File: src/rtl/pc_sequencer.sv
// Next-PC controller for the MIPS32 fetch stage: owns the word-addressed PC and the fetch request.
// Optional macro PC_SEQ_DELAY_SLOT_EN: redirects take effect after one architectural delay slot.
module pc_sequencer #(
  parameter int              PC_W     = 32,
  parameter logic [PC_W-1:0] RESET_PC = '0
) (
  input  logic            clk,
  input  logic            rst_n,
  input  logic [31:0]     inst,
  input  logic            inst_valid,
  input  logic            jump,
  input  logic            branch,
  input  logic            br_taken,
  input  logic            jr,
  input  logic [PC_W-1:0] jr_addr,
  input  logic            stall,
  input  logic            im_ack,
  output logic [PC_W-1:0] pc,
  output logic            im_req,
  output logic            flush,
  output logic [1:0]      state
);

  typedef enum logic [1:0] {
    ST_BOOT  = 2'd0,
    ST_FETCH = 2'd1,
    ST_HOLD  = 2'd2
  } state_t;

  state_t          state_reg, state_next;
  logic [PC_W-1:0] pc_reg, pc_next;
  logic [PC_W-1:0] target_reg, target_next;
  logic            pend_reg, pend_next;
  logic            flush_reg, flush_next;
`ifdef PC_SEQ_DELAY_SLOT_EN
  logic            slot_reg, slot_next;
`endif

  logic            redirect_req;
  logic            capture;
  logic            accept;
  logic            eff_pend;
  logic [PC_W-1:0] eff_target;
  logic [PC_W-1:0] seq_pc;
  logic [PC_W-1:0] new_target;
  logic [PC_W-1:0] br_offset;

  // The opcode field is not needed here; decode has already classified it.
  logic unused_inst_hi;
  assign unused_inst_hi = &{1'b0, inst[31:26]};

  assign redirect_req = inst_valid & (jr | jump | (branch & br_taken));
  assign seq_pc       = pc_reg + PC_W'(1);
  assign br_offset    = {{(PC_W-16){inst[15]}}, inst[15:0]};

  always_comb begin
    if (jr)
      new_target = jr_addr;
    else if (jump)
      new_target = {pc_reg[PC_W-1:PC_W-6], inst[25:0]};
    else
      new_target = seq_pc + br_offset;
  end

  // First request wins; later ones are wrong-path and dropped while one is pending.
  assign capture    = redirect_req & ~pend_reg & (state_reg != ST_BOOT);
  assign eff_pend   = pend_reg | capture;
  assign eff_target = pend_reg ? target_reg : new_target;
  assign accept     = (state_reg == ST_FETCH) & im_ack & ~stall;

  always_comb begin
    state_next  = state_reg;
    pc_next     = pc_reg;
    target_next = target_reg;
    pend_next   = pend_reg;
    flush_next  = 1'b0;
`ifdef PC_SEQ_DELAY_SLOT_EN
    slot_next   = slot_reg;
`endif

    case (state_reg)
      ST_BOOT:  state_next = ST_FETCH;
      ST_FETCH: if (stall) state_next = ST_HOLD;
      ST_HOLD:  if (!stall) state_next = ST_FETCH;
      default:  state_next = ST_BOOT;
    endcase

    if (capture) begin
      pend_next   = 1'b1;
      target_next = new_target;
    end

`ifdef PC_SEQ_DELAY_SLOT_EN
    // The first accepted fetch after a request is the delay slot and stays sequential.
    if (accept) begin
      if (eff_pend && slot_reg) begin
        pc_next   = target_reg;
        pend_next = 1'b0;
        slot_next = 1'b0;
      end else begin
        pc_next   = seq_pc;
        slot_next = eff_pend;
      end
    end
`else
    if (accept) begin
      if (eff_pend) begin
        pc_next    = eff_target;
        pend_next  = 1'b0;
        flush_next = 1'b1;
      end else begin
        pc_next = seq_pc;
      end
    end
`endif
  end

  always_ff @(posedge clk or negedge rst_n) begin
    if (!rst_n) begin
      state_reg  <= ST_BOOT;
      pc_reg     <= RESET_PC;
      target_reg <= '0;
      pend_reg   <= 1'b0;
      flush_reg  <= 1'b0;
`ifdef PC_SEQ_DELAY_SLOT_EN
      slot_reg   <= 1'b0;
`endif
    end else begin
      state_reg  <= state_next;
      pc_reg     <= pc_next;
      target_reg <= target_next;
      pend_reg   <= pend_next;
      flush_reg  <= flush_next;
`ifdef PC_SEQ_DELAY_SLOT_EN
      slot_reg   <= slot_next;
`endif
    end
  end

  assign pc     = pc_reg;
  assign im_req = (state_reg == ST_FETCH);
  assign flush  = flush_reg;
  assign state  = state_reg;

endmodule
File: config.mk
export PLATFORM = sky130hd
export DESIGN_NAME = pc_sequencer
export DESIGN_NICKNAME = d
export VERILOG_FILES = /design/src/rtl/pc_sequencer.sv
export SDC_FILE = /design/constraint.sdc
export NUM_CORES = 1
export LEC_CHECK = 0
export CAP_MARGIN = 20
export CORE_ASPECT_RATIO = 1.5
export CORE_MARGIN = 2
export CORE_UTILIZATION = 59
export DETAILED_ROUTE_END_ITERATION = 12
export GPL_TIMING_DRIVEN = 0
export PLACE_DENSITY_LB_ADDON = 0.08
export SYNTH_ARGS = -nofsm -noshare
export SYNTH_HDL_FRONTEND = slang
export SYNTH_SLANG_ARGS = --single-unit
File: constraint.sdc
create_clock -name clk -period 5.5 [get_ports clk]
set_clock_uncertainty 0.15 [all_clocks]
set_input_delay 0.55 -clock clk [delete_from_list [all_inputs] [get_ports clk]]
set_output_delay 0.55 -clock clk [all_outputs]
set_load 0.005 [all_outputs]
======== Word level (Yosys, flattened, before mapping) ========
Index checks and enable logic that the tools add are counted.
W data, S select, Z words.
storage, ports and cells
  flip-flop bits (word level) ............. 68
  output and inout port bits .............. 36
  logic and storage cells ................. 37
  input port bits ......................... 73
cells by class
  reductions and logical operators ........ 3
  muxes and demuxes ....................... 12
  equal/unequal tests ..................... 4
  bitwise gates (word level) .............. 11
  $add $sub $neg .......................... 2
operators with widths
  cell                     number
  $mux W32                 4
  $add A32 B1 Y32 const B  1
  $add A32 B32 Y32         1
  $and A1 B1 Y1            6
  $pmux W2 S3              1
  $mux W1                  5
  $mux W2                  2
  $ne A2 B2 Y1 const B     2
  $or A1 B1 Y1             3
  $eq A2 B1 Y1 const B     1
  $eq A2 B2 Y1 const B     1
  $logic_not A2 Y1         1
  $not A1 Y1               2
  $reduce_and A2 Y1        1
  $reduce_bool A2 Y1       1

======== Depth between registers and ports, before layout ========
  depth in word-level cells ............... 8
  gate-level depth with buffers ........... 16
  depth with buffers taken out ............ 15

======== Least setup slack after synthesis ========
No wires, ideal clock.
  kind .................................... reg-to-reg
  start point ............................. register pc_reg[0], in the netlist pc[0]
  end point ............................... register target_reg[27]
  cell stages (with the launch flop) ...... 16
  period minus slack after synthesis ...... 3615 ps
  required time ........................... 5228 ps
  path buffers ............................ 1
  setup time .............................. 122 ps
  path slack .............................. 1885 ps
  arrival ................................. 3343 ps
  path through ............................ dfrtp_1 > ha_1 > and4_1 > nand3_2 > nor3_4 > nand3_1 > xnor2_1 > ha_1 > clkbuf_2 > nand2_1 > nor3_2 > nand4_1 > a21oi_1 > nor2_1 > or4_1 > a32o_1
between the ends
  cells in the longest elaborated chain, start to end .. 4
ends and longest elaborated chain
  element                 line  source
  from (decl)             31    logic [PC_W-1:0] pc_reg, pc_next;
  from (signal assigned)  130   pc_reg <= pc_next;
  $add A32 B1 Y32         53    assign seq_pc = pc_reg + PC_W'(1);
  $add A32 B32 Y32        62    new_target = seq_pc + br_offset;
  $mux W32                59    else if (jump)
  $mux W32                57    if (jr)
  to (signal assigned)    131   target_reg <= target_next;
  to (decl)               32    logic [PC_W-1:0] target_reg, target_next;
No other way between the ends.
A chain may end at the register's enable or synchronous reset.

======== Worst setup path in the final report ========
  start point ............................. register pc_reg[0], in the netlist pc[0]
  end point ............................... register pc_reg[30], in the netlist pc[30]
between the ends
  cells in the longest elaborated chain, start to end .. 6
ends and longest elaborated chain
  element            line  source
  $add A32 B1 Y32 *  53
  $add A32 B32 Y32   62
  $mux W32           59
  $mux W32           57
  $mux W32           68    assign eff_target = pend_reg ? target_reg : new_target;
  $mux W32 *         107   if (eff_pend) begin
Every way passes the cells marked *; elsewhere a longest branch is shown, timed or not.

==> results.toml <==
[global_route]
grtUsageTotal_pct = 47.5
use_met3_pct = 11.3
grt_pass1_vias = 7912
grt_first_pass_wirelength_mm = 43.3
overflow = 0
antenna_found_initial = 0
grt.met1_usage_pct = 51.8
use_met2_pct = 76.0
top_usage_layer = "met2"
grt_max_degree = 69

[critical_path]
path_cells = "ha_1 -> and4_1 -> nand3_2 -> nor3_4 -> nand2_1 -> xnor2_1 -> ha_1 -> clkbuf_1 -> nand2_1 -> nor3_1 -> nand2_1 -> nor2_1 -> a31oi_1 -> mux2i_1 -> o211ai_1 -> a21oi_1"
start_kind = "register"
r2r_end = "pc[30]$_DFFE_PN0P_"
cpPeakStageDelay_ns = 0.49
critPathTopFamily = "simple AND/OR/NAND/NOR gates"
crit_buf_inv = 1
reg2reg_slack_ns = 0.62
crit_type = "register to register"
timing.reg2reg.worst_path_depth = 16
slowest_stage = "dfrtp_1"
rr_startpoint = "pc[0]$_DFFE_PN0P_"
setup.worst_path.end_class = "register"
critPathRequiredTime_ns = 5.56
cp_common_cell = "nand2_1"
critPathMaxFanout = 8
worstPathArrival_ns = 4.94

[finish]
drive_above_1_share_pct = 7.25
area_growth_pct = 23.5
multiInputGateArea_mm2 = 0.00453
postLayoutCellArea_mm2 = 0.00804
fillers = 821
seq_area_mm2 = 0.00170
final_util_pct = 73.9
nNetsFinal = 1060
fin_cells = 1100

[clock_network]
path_clk_slew_ns = 0.07
numClockSinks = 68
htree_levels = 3
cts_max_path_buffers = 2
cts-resized-gates = 0
cts-root-buf = "clkbuf_16"
numCtsBuffers = 9
cts_hold_buffers = 0
clock_latency_ns = 0.35
post_cts_buffers = 0
cts_tree = "built"

[timing]
setup_violations = 0
max_slew_margin_pct = 29.6
finalSetupTns_ns = 0
hold_slack_ns = 0.169
fmax_ghz = 0.205
rsz0062_at_grt = "false"
fin_crit_sh_pct = 88.7
finalHoldViolCount = 0
finalCriticalPeriod_ns = 4.88
worst_pin_slew_ns = 1.06
fin_ws_ns = 0.622
slew_viol_final = 0

[place]
dp_slack_ns = 0.910
dpl.hpwl_mm = 20.5
placedCellCount = 1082
placed_area_mm2 = 0.00771
portBuffers = 102
finalWeightedCongestion = 1.03

[synth]
syn_inst = 833
synth_edf_count = 0
synthArstFlopShare_pct = 100
syn_area_per_cell_um2 = 7.82
syn_area_mm2 = 0.00651
ys_seq_area_share_pct = 26.1
synthFlopType = "dfrtp_1"
syn_nets = 946
ys.warnings.count = 0
ys_seq_elements = 68
synth.distinct_cells = 83

[routing]
num_vias = 7882
wl_per_cell_um = 25.8
first_pass_iters = 8
drt-initial-drc-count = 1101
routed_via_density = 7.17
route.detailed.drc = 0
drt_wl_total_mm = 28.3
ant_nets = 0

[floorplanning]
dieHeight_um = 133
core_mm2 = 0.0109
die-area_mm2 = 0.0119
start_util_pct = 59.9
row_count = 47
pin_count = 109
die_w_um = 89.8

[job]
drv_cap = 0

[power_and_ir_drop]
leakage_nw = 3.32
finalPower_mw = 4.64
worst_ir_drop_vdd_mv = 0.302
power_density_mw_per_mm2 = 577

[hold_path]
hold_path.class = "input port to async pin"

[run_status]
status = "finished clean"
## cells in the final DEF (no fill, tap or decap), types with 4 or more instances in the layout
cell | Yosys | final
a221oi_1 | 7 | 7
o21ai_1 | 4 | 4
a21oi_1 | 62 | 62
clkdlybuf4s50_1 | 0 | 101
nor3_2 | 4 | 4
clkbuf_1 | 31 | 31
xor2_1 | 19 | 19
nand4_1 | 19 | 19
a21o_1 | 19 | 19
mux2i_1 | 6 | 6
nand3_1 | 35 | 35
buf_1 | 6 | 6
xnor2_1 | 30 | 30
o31ai_1 | 5 | 5
buf_4 | 4 | 5
o21ai_0 | 57 | 57
o211ai_1 | 17 | 17
clkbuf_16 | 0 | 9
nand2_1 | 119 | 119
nor3_1 | 24 | 24
a31oi_1 | 15 | 15
o22ai_1 | 9 | 9
nor4_1 | 5 | 5
or3_1 | 10 | 10
buf_2 | 8 | 8
nor2b_1 | 6 | 6
a22o_1 | 6 | 6
and3_1 | 5 | 5
and2_1 | 6 | 6
dfrtp_1 | 68 | 68
inv_1 | 15 | 15
ha_1 | 39 | 39
a22oi_1 | 11 | 11
nor2_1 | 79 | 79
## cells by family after synthesis
family / count (synthesis) / share of synthesized area (%)
AOI/OAI and AO/OA: 261 / 27.8
xor gates and xnor gates: 50 / 6.84
muxes: 9 / 1.44
and+or+nand+nor: 339 / 25.7
adders and majority gates: 40 / 7.80
DFF: 68 / 26.1
buffers and inverters: 66 / 4.32
## cells in the mapped netlist (3+ instances only)
library cell,n,share of area (%)
nand4_1,19,1.8
a22oi_1,11,1.3
mux2i_1,6,0.92
nand2_1,119,6.9
xor2_1,19,2.6
a22o_1,6,0.81
nand2b_1,3,0.29
xnor2_1,30,4.0
and2_1,6,0.58
o21ai_0,57,4.4
o21ai_1,4,0.31
nor2_1,79,4.6
nor3_2,4,0.61
o22ai_1,9,0.86
nand3_1,35,2.7
a21o_1,19,2.2
dfrtp_1,68,26
o21a_1,3,0.35
a311oi_1,3,0.40
inv_1,15,0.86
nor4_1,5,0.48
buf_2,8,0.61
a31oi_1,15,1.4
or3_1,10,0.96
buf_4,4,0.46
o311ai_0,3,0.40
a221oi_1,7,0.94
nand3_2,3,0.46
ha_1,39,7.5
o211ai_1,17,2.0
a211oi_1,3,0.35
mux2_2,3,0.52
o31ai_1,5,0.58
a221o_1,3,0.46
clkbuf_1,31,1.8
a21oi_1,62,4.8
nor2b_1,6,0.58
buf_1,6,0.35
nor3_1,24,1.8
and3_1,5,0.48
## worst register-to-register path, stage by stage (launching register included)
cell	delay, ns
dfrtp_1	0.49
ha_1	0.35
and4_1	0.32
nand3_2	0.15
nor3_4	0.48
nand2_1	0.18
xnor2_1	0.16
ha_1	0.29
clkbuf_1	0.36
nand2_1	0.29
nor3_1	0.29
nand2_1	0.20
nor2_1	0.13
a31oi_1	0.28
mux2i_1	0.21
o211ai_1	0.29
a21oi_1	0.11
## metal layers
metal  routed length (µm)  share of wire, %
met1                 9060                32
met2                12900                46
met3                 3180                11
met4                 3180                11
met5                    0                 0
## power by group
group	switching, mW	internal (mW)	leakage [nW]
Combinational	1.81	1.20	2.35
Sequential	0.290	0.737	0.819
Clock	0.256	0.354	0.150
## layout make-up
class / instances / area share, %
Sequential cell: 68 / 21.2
Timing Repair Buffer: 103 / 13.0
Buffer: 51 / 2.80
Inverter: 15 / 0.700
Clock buffer: 9 / 2.80
Tap cell: 147 / 2.29
Antenna cell: 1 / 0.0311
Multi-Input combinational cell: 699 / 56.3
Clock inverter: 7 / 0.933
## worst max path at each step
| stage | cells after the start | to | from |
|---|---|---|---|
| final | 16 | pc[30]$_DFFE_PN0P_ | pc[0]$_DFFE_PN0P_ |
| after global routing | 16 | pc[30]$_DFFE_PN0P_ | pc[0]$_DFFE_PN0P_ |
| after CTS | 15 | pc[29]$_DFFE_PN0P_ | pc[2]$_DFFE_PN0P_ |
| after detailed placement | 15 | pc[29]$_DFFE_PN0P_ | pc[2]$_DFFE_PN0P_ |
| after global placement | 15 | pc[28]$_DFFE_PN0P_ | pc[2]$_DFFE_PN0P_ |
| after floorplan | 15 | target_reg[27]$_DFFE_PN0P_ | pc[0]$_DFFE_PN0P_ |
Note: power is estimated with default switching activity, not from simulation.
==> patch (config.mk and constraints unchanged) <==
The option `PC_SEQ_DELAY_SLOT_EN` is turned on by a define.
--- a/src/rtl/pc_sequencer.sv
+++ b/src/rtl/pc_sequencer.sv
@@ -2,2 +2,4 @@
 // Optional macro PC_SEQ_DELAY_SLOT_EN: redirects take effect after one architectural delay slot.
+`define PC_SEQ_DELAY_SLOT_EN
+
 module pc_sequencer #(
Formal check against the unedited RTL: not equivalent (Yosys sat finds a counterexample within 4 cycles, from zero or initial values and one cycle with rst_n low).
==> patch against the unedited design <==
- synthesized area shrank 6.6%
- wire length shrank 20%
- combinational power shrank 12%
- fmax grew 7.0%
- worst setup slack gained 0.32 ns
- sequential cell count is the same
- global-route usage shrank 6.5 points
- final area shrank 6.2%
- power shrank 7.0%
- critical path type unchanged
- critical endpoint is now target_reg[27]
==> patch: results (changes against the unedited design) <==
Run status
  – Status: completed (unchanged)

Synth
  – Synth Area in Compound Gates: 0.266 (was 0.278)
  – Mux cell area share after synthesis: 0.0239 (was 0.0144)
  – Synth unique cells: 76 (was 83)
  – Post-synthesis adder-cell area fraction: 0.0835 (was 0.0780)
  – Mean Syn Cell Area: 7.93 um2 (was 7.82 um2)
  – Area share of the leading cell type in the synthesized netlist: 0.280 (was 0.261)
  – Sequential share of the synthesized area: 0.280 (was 0.261)
  – Post-Synthesis Net Count: 880 (was 946)

Placed design
  – Placed wire-length estimate: 17,000 um (was 20,500 um)
  – Total placed cells including tap cells: 985 (was 1,082)
  – Port-buffer cells: 101 (was 102)
  – Global placer's final weighted congestion: 0.964 (was 1.03)
  – DP Area: 0.00724 mm2 (was 0.00771 mm2)

Drt
  – Sum of met2 wire segment lengths after detailed routing: 11,200 um (was 12,900 um)
  – Metal1 wirelength: 7720 um (was 9060 um)
  – Initial DRC Count: 784 (was 1,101)
  – Count of vias placed by the detailed router: 6,848 (was 7,882)
  – Wire length on met3: 1610 um (was 3180 um)

Layout
  – Fraction of final layout cells sized beyond drive strength 1: 0.0520 (was 0.0725)
  – Diode insertion count for antenna repair: 0 (was 1)
  – Filler cell count: 763 (was 821)
  – Final cell count without fillers: 1,001 (was 1,100)

Power
  – Maximum vdd drop: 396 uV (was 302 uV)
  – Leak Pwr: 3.23 nW (was 3.32 nW)

Global route
  – Met1 Resource Use GR: 0.453 (was 0.518)
  – Met2 track utilization from global routing: 0.712 (was 0.760)
  – Via count of the first global-routing pass: 6,651 (was 7,912)
  – GR Layer Usage met3: 0.0449 (was 0.113)
  – Global-route usage over all layers: 0.410 (was 0.475)

STA
  – Worst slew margin: 0.287 (was 0.296)
[patch: cell types whose count changed in the layout (fill, tap and decap cells not counted), moves of 6 or more]
cell	delta
nand3_1	-8
a21oi_1	+9
o22ai_1	+6
o21ai_0	+18
nand2_1	-23
mux2i_1	+7
buf_1	-6
a21o_1	-6
nor3_1	-13
nor2_1	-18
and3_1	+9
nand4_1	-9
a22o_1	-6
[patch: metrics by stage]
step                power (mW)  worst slack, ns  hold slack, ns
detailed placement        3.62             1.08           0.329
CTS                       4.23             1.01           0.225
global placement          3.54             1.17           0.314
floorplan                 2.67             1.84           0.104
global route              4.55            0.659           0.274
finish                    4.32            0.942           0.190
[patch: cell families after synthesis]
kind of cell             Yosys count
AO/OA/AOI/OAI                    262
AND/OR/NAND/NOR                  261
flip-flops                        68
buffers and inverters             65
XOR/XNOR                          56
adder cells (fa/ha/maj)           40
multiplexers                      14
other                              1
[patch: final timing paths]
path                                   to  slack, ns  cells past startpoint
setup / recovery           target_reg[27]       0.94                     19
max in group asynchronous   target_reg[6]       4.43                      1
min in group clk            target_reg[7]       0.33                      2
hold reg to reg             target_reg[7]       0.33                      2
setup reg to reg           target_reg[27]       0.94                     19
hold / removal                     pc[26]       0.19                      1
[patch: final cells by class]
class,instances,area (um2),area share
clock buffer,12,256,0.0340
clock inverter,4,47.5,0.00630
sequential,68,1700,0.226
buffer,45,248,0.0328
inverter,20,88.8,0.0118
timing repair buffer,101,1010,0.134
multi-input combinational,634,4050,0.536
tap,117,146,0.0194
[patch: power by group]
part / switching (mW) / leakage, nW / internal [mW]
Clock: 0.223 / 0.149 / 0.374
Sequential: 0.322 / 0.814 / 0.738
Combinational: 1.51 / 2.27 / 1.15
Total: 2.06 / 3.23 / 2.26
